$ cat src/rtl/mouse_master_sm.sv
// PS/2 mouse upstream controller: runs the 0xFF/0xF4 initialisation handshake,
// then assembles 3-byte movement packets and publishes them with an interrupt pulse.
module mouse_master_sm #(
  parameter int unsigned RESET_WAIT = 500000,
  parameter int unsigned TIMEOUT    = 50000000
) (
  input  logic       CLK,
  input  logic       RESET,
  output logic       SEND_BYTE,
  output logic [7:0] BYTE_TO_SEND,
  input  logic       BYTE_SENT,
  output logic       READ_ENABLE,
  input  logic       BYTE_READ,
  input  logic [1:0] BYTE_ERROR_CODE,
  input  logic [7:0] BYTE_RECEIVED,
  output logic [7:0] MOUSE_STATUS,
  output logic [7:0] MOUSE_DX,
  output logic [7:0] MOUSE_DY,
  output logic       SEND_INTERRUPT,
  output logic [3:0] MASTER_STATE
);

  typedef enum logic [3:0] {
    WAIT_RESET   = 4'd0,
    SEND_FF      = 4'd1,
    WAIT_SENT_FF = 4'd2,
    ACK_FF       = 4'd3,
    SELFTEST     = 4'd4,
    DEVICE_ID    = 4'd5,
    SEND_F4      = 4'd6,
    WAIT_SENT_F4 = 4'd7,
    ACK_F4       = 4'd8,
    GET_STATUS   = 4'd9,
    GET_DX       = 4'd10,
    GET_DY       = 4'd11,
    PUBLISH      = 4'd12
  } state_t;

  state_t      state, nxt;
  logic [31:0] count;
  logic [7:0]  shadow_status, shadow_dx, shadow_dy;
  logic        timeout, rx_ok, reset_done;

  assign timeout    = (count == 32'(TIMEOUT - 1));
  assign reset_done = (count == 32'(RESET_WAIT - 1));
  assign rx_ok      = BYTE_READ && (BYTE_ERROR_CODE == 2'd0);

  // Received pulses take priority over the timeout in every guarded wait.
  always_comb begin
    nxt = state;
    case (state)
      WAIT_RESET:   if (reset_done) nxt = SEND_FF;
      SEND_FF:      nxt = WAIT_SENT_FF;
      WAIT_SENT_FF: if (BYTE_SENT) nxt = ACK_FF; else if (timeout) nxt = WAIT_RESET;
      ACK_FF:       if (BYTE_READ) nxt = (rx_ok && BYTE_RECEIVED == 8'hFA) ? SELFTEST : WAIT_RESET;
                    else if (timeout) nxt = WAIT_RESET;
      SELFTEST:     if (BYTE_READ) nxt = (rx_ok && BYTE_RECEIVED == 8'hAA) ? DEVICE_ID : WAIT_RESET;
                    else if (timeout) nxt = WAIT_RESET;
      DEVICE_ID:    if (BYTE_READ) nxt = (rx_ok && BYTE_RECEIVED == 8'h00) ? SEND_F4 : WAIT_RESET;
                    else if (timeout) nxt = WAIT_RESET;
      SEND_F4:      nxt = WAIT_SENT_F4;
      WAIT_SENT_F4: if (BYTE_SENT) nxt = ACK_F4; else if (timeout) nxt = WAIT_RESET;
      ACK_F4:       if (BYTE_READ) nxt = (rx_ok && BYTE_RECEIVED == 8'hFA) ? GET_STATUS : WAIT_RESET;
                    else if (timeout) nxt = WAIT_RESET;
      GET_STATUS:   if (BYTE_READ) nxt = rx_ok ? GET_DX : WAIT_RESET;
      GET_DX:       if (BYTE_READ) nxt = rx_ok ? GET_DY : WAIT_RESET;
                    else if (timeout) nxt = WAIT_RESET;
      GET_DY:       if (BYTE_READ) nxt = rx_ok ? PUBLISH : WAIT_RESET;
                    else if (timeout) nxt = WAIT_RESET;
      PUBLISH:      nxt = GET_STATUS;
      default:      nxt = WAIT_RESET;
    endcase
  end

  // Per-state outputs are decoded from the next state so they line up with MASTER_STATE.
  always_ff @(posedge CLK) begin
    if (RESET) begin
      state          <= WAIT_RESET;
      count          <= '0;
      SEND_BYTE      <= 1'b0;
      BYTE_TO_SEND   <= '0;
      READ_ENABLE    <= 1'b0;
      MOUSE_STATUS   <= '0;
      MOUSE_DX       <= '0;
      MOUSE_DY       <= '0;
      SEND_INTERRUPT <= 1'b0;
      MASTER_STATE   <= '0;
      shadow_status  <= '0;
      shadow_dx      <= '0;
      shadow_dy      <= '0;
    end else begin
      state        <= nxt;
      count        <= (nxt != state) ? '0 : count + 32'd1;
      MASTER_STATE <= nxt;
      SEND_BYTE    <= (nxt == SEND_FF) || (nxt == SEND_F4);
      if (nxt == SEND_FF) BYTE_TO_SEND <= 8'hFF;
      else if (nxt == SEND_F4) BYTE_TO_SEND <= 8'hF4;
      READ_ENABLE <= (nxt == ACK_FF) || (nxt == SELFTEST) || (nxt == DEVICE_ID) ||
                     (nxt == ACK_F4) || (nxt == GET_STATUS) || (nxt == GET_DX) ||
                     (nxt == GET_DY) || (nxt == PUBLISH);
      if (state == GET_STATUS && rx_ok) shadow_status <= BYTE_RECEIVED;
      if (state == GET_DX && rx_ok) shadow_dx <= BYTE_RECEIVED;
      if (state == GET_DY && rx_ok) shadow_dy <= BYTE_RECEIVED;
      SEND_INTERRUPT <= (state == PUBLISH);
      if (state == PUBLISH) begin
        MOUSE_STATUS <= shadow_status;
        MOUSE_DX     <= shadow_dx;
        MOUSE_DY     <= shadow_dy;
      end
    end
  end

endmodule

$ cat config.mk
export PLATFORM = sky130hd
export DESIGN_NAME = mouse_master_sm
export DESIGN_NICKNAME = d
export VERILOG_FILES = /design/src/rtl/mouse_master_sm.sv
export SDC_FILE = /design/constraint.sdc
export NUM_CORES = 1
export LEC_CHECK = 0
export ABC_AREA = 1
export BUFFER_PORTS_ARGS = -buffer_cell sky130_fd_sc_hd__buf_2
export CAP_MARGIN = 10
export CORE_ASPECT_RATIO = 2
export CORE_MARGIN = 8
export CORE_UTILIZATION = 58
export DETAILED_ROUTE_END_ITERATION = 16
export PLACE_DENSITY = 0.8
export SLEW_MARGIN = 20
export SYNTH_ARGS = -nofsm -noshare
export SYNTH_HDL_FRONTEND = slang
export SYNTH_SLANG_ARGS = --single-unit
$ cat constraint.sdc
create_clock -name CLK -period 2.82 [get_ports CLK]
set_input_delay 0.423 -clock CLK [delete_from_list [all_inputs] [get_ports CLK]]
set_output_delay 0.423 -clock CLK [all_outputs]
set_load 0.02 [all_outputs]
==> flow_summary.json <==
{
  "run_status": "finished clean",
  "cts_post_setup_buffers_inserted": 0,
  "yosys.area_share.adder_pct": 0.2899,
  "insertion_delay_ns": 0.34,
  "route.vias.total": 4063,
  "grt_pass1_vias": 4221,
  "pwr_density_cell_mw_per_mm2": 508.3,
  "initial_core_util_pct": 59.40,
  "cts.reportedPaths.clkPinSlew_ns": 0.06,
  "synth_largest_area_cell": "dfxtp_1",
  "root_buffer": "clkbuf_16",
  "area_fraction_in_compound_gates_after_synthesis_pct": 8.870,
  "tritoncts": "yes",
  "vdd.ir_drop.worst_v": 0.0004360,
  "initial_antenna_violation_count": 0,
  "critPathSlowestCell": "dfxtp_1",
  "cp.required_ns": 3.09,
  "crit-reg2reg-launch": "state[2]",
  "cts_buffers": 9,
  "postCtsHoldBufs": 0,
  "rsz0062_at_grt": "false",
  "finish.net_count": 680,
  "crit_path_cell_trace": "inv_2 > nor2_1 > nand3_1 > nand2_1 > inv_1 > nand2_1 > nand3_1 > nand2_1 > inv_1 > nand2_2 > inv_1 > nand2_1 > nand3_1 > nor2_1 > nand2_2 > buf_12 > nor2_1",
  "yosys.area_share.simple_pct": 33.65,
  "worst-path-max-fanout": 32,
  "pin_count_of_the_biggest_net_entering_global_routing": 51,
  "worst_rel_slew_slack_pct": 66.71,
  "post-route-period-util_pct": 93.47,
  "power.clock.fraction_pct": 46.1,
  "routedWlPerCell_um": 15.54,
  "finalClockSkew_ns": 0.005875,
  "synth_sequential_area_ratio_pct": 41.28,
  "internal-power_mw": 1.933,
  "muxShareOfSynthArea_pct": 0,
  "timing.critical_path.slowest_cell_delay_ns": 0.56,
  "cts-root-to-sink-buffers": 2,
  "timing.final.hold_violations": 0,
  "max_cap_violation_count": 0,
  "die_w_um": 77,
  "clkSinkCount": 89,
  "ctsHtreeMaxLevel": 3,
  "crit_start": "state[2]",
  "antenna_violating_nets_post_route": 0,
  "slew_violations": 0,
  "portion_of_total_power_attributed_to_sequential_cells_pct": 50.7,
  "core_region_area_mm2": 0.007267,
  "post_cts_resize_count": 0,
  "worstPathArrival_ns": 2.90,
  "min_path_cells": 2,
  "power.net_switching_uw": 559.8,
  "ys_top_cells_by_area": "dfxtp_1 41%, nor2_1 11%, nand2_1 8.4%, o21ai_0 6.0%, inv_1 6.0%",
  "ioPinCount": 53,
  "grt_overflow": 0,
  "drt_drc_violations_left": 0,
  "grt.total_usage_pct": 22.87,
  "io_buffer_count": 52,
  "power_switching_share_pct": 22.46,
  "synth_to_final_area_change_pct": 13.59,
  "terminus_of_the_critical_flop_to_flop_path": "count[1]",
  "finalWeightedCongestion": 1.028,
  "synth_enable_flop_cells": 0,
  "hold_path.startpoint": "RESET",
  "synth_top_family_by_area": "simple AND/OR/NAND/NOR gates",
  "setup_viol": 0,
  "min_delay_worst_endpoint": "shadow_dy[6]",
  "grt_pass1_wl_mm": 19.64,
  "post_synth_xor_area_fraction_pct": 5.884,
  "synth_area_mm2": 0.004317,
  "hpwl_mm": 8.863,
  "antenna_cells_inserted": 0,
  "startpoint_type": "register",
  "asyncSetResetFlopFracSynth_pct": 0,
  "dr.pass1.iters": 5,
  "r2r_cells": 17,
  "synth_seq_cells": 89,
  "timing.setup.tns_ns": 0,
  "chipHeight_um": 138,
  "die_area_mm2": 0.01063,
  "reg2reg_setup_slack_ns": 0.18,
  "drt_iter0_drc": 265,
  "leakage_dissipation_nw": 2.147,
  "capturing_element_type_of_the_critical_path": "register",
  "yosys_warnings": 0,
  "detail_route.vias_per_cell": 5.332,
  "combPwrFrac_pct": 3.2,
  "worstMarginPinSlew_ns": 0.4947,
  "wire_length_after_detailed_routing_mm": 11.84,
  "top_ff_cell_synth": "dfxtp_1",
  "floorplan.rows": 44,
  "synthesis.area_per_instance_um2": 6.985,
  "critical_path_type": "register to register",
  "synth_cells": 618,
  "maxClockFrequency_ghz": 0.3794,
  "synthesis.nets": 633,
  "drive_above_1_share_pct": 20.00,
  "cp_common_cell": "nand2_1",
  "yosys_top_cell_area_share_pct": 41.28,
  "final_core_utilization_pct": 67.48,
  "final.min_clock_period_ns": 2.636,
  "hp-class": "primary input to register",
  "post_synth_num_cell_types": 31
}
==> layout by cell type, fill, tap and decap left out, types with 2 or more instances in the layout <==
master	Yosys	final
a21oi_1	18	18
buf_2	1	52
buf_4	7	6
clkbuf_16	0	9
clkbuf_8	0	2
clkinv_1	2	2
clkinvlp_4	0	2
dfxtp_1	89	89
inv_1	69	69
inv_2	6	6
nand2_1	97	97
nand2_2	7	7
nand3_1	24	24
nand3_2	3	3
nand4_1	3	3
nor2_1	131	131
nor2_2	35	35
nor2_4	3	3
nor3_1	15	15
nor3_2	3	3
nor4_1	2	2
o21ai_0	52	52
xnor2_1	7	7
xor2_1	22	22
==> kinds of logic (layout without fill, tap and decap cells) <==
family	after synthesis	after routing
buf+inv	100	152
xor+xnor	29	29
flops	89	89
simple gates	325	325
fa+ha+maj	1	1
compound gates	74	74
==> registers in the layout (all words and copies together) (netlist names) <==
name            cells
BYTE_TO_SEND        2
MOUSE_DX            8
MOUSE_DY            8
MOUSE_STATUS        8
READ_ENABLE         1
SEND_BYTE           1
SEND_INTERRUPT      1
count              32
shadow_dx           8
shadow_dy           8
shadow_status       8
state               4
==> layer usage <==
layer	up-vias	track usage (%)	wire [um]
met4	0	16.13	726
li1	1992	-	-
met5	-	0	0
met2	146	43.94	6661
met1	1877	20.31	4003
met3	48	4.091	448
==> power by group through the flow <==
stage               clock (mW)  sequential, mW  combinational [mW]
CTS                       1.16            1.26              0.0797
global route              1.21            1.26              0.0878
detailed placement           0            1.29              0.0787
floorplan                    0            1.29              0.0506
global placement             0            1.29              0.0775
finish                    1.15            1.26              0.0801
==> final cells by class <==
class | instances | area (um^2)
multi-input cells | 429 | 2102
repair buffers | 59 | 325.3
well taps | 92 | 115.1
clock inverters | 5 | 37.54
flip-flops and latches | 89 | 1782
clock buffers | 11 | 252.7
inverters | 77 | 289.0
fillers | 657 | 2364
==> worst max path at each step <==
stage / endpoint / slack (ns) / depth (start not counted)
after floorplan: count[19] / 0.86 / 14
after global placement: count[29] / 0.40 / 12
after detailed placement: count[29] / 0.38 / 12
after CTS: count[29] / 0.34 / 12
after global routing: count[1] / 0.01 / 17
final: count[1] / 0.18 / 17
==> worst max-delay path: cells and delay by family (launching register included) <==
family,cells,cell delay [ns]
flip-flops,1,0.56
AND/OR/NAND/NOR,12,1.54
buffers and inverters,5,0.45
==> stage by stage <==
stage          setup slack, ns  instance area, um^2  std cells  total power [mW]  hold slack, ns
2_1_floorplan           0.8596                 4317        618             1.342          0.4175
5_1_grt               0.009564                 4903        762             2.557          0.3790
3_3_place_gp            0.4046                 4613        746             1.369          0.4272
3_5_place_dp            0.3806                 4613        746             1.371          0.4430
4_1_cts                 0.3386                 4903        762             2.502          0.3694
6_report                0.1841                 4903        762             2.493          0.3716
==> cell usage after synthesis (6+ instances only) <==
library cell	n
a21oi_1	18
buf_4	7
clkbuf_1	10
nor3_1	15
xnor2_1	7
dfxtp_1	89
o21ai_0	52
xor2_1	22
nand2_1	97
inv_2	6
nand2_2	7
inv_1	69
nor2_2	35
nor2_1	131
nand3_1	24
No activity file was read; power rests on OpenSTA's default activity.
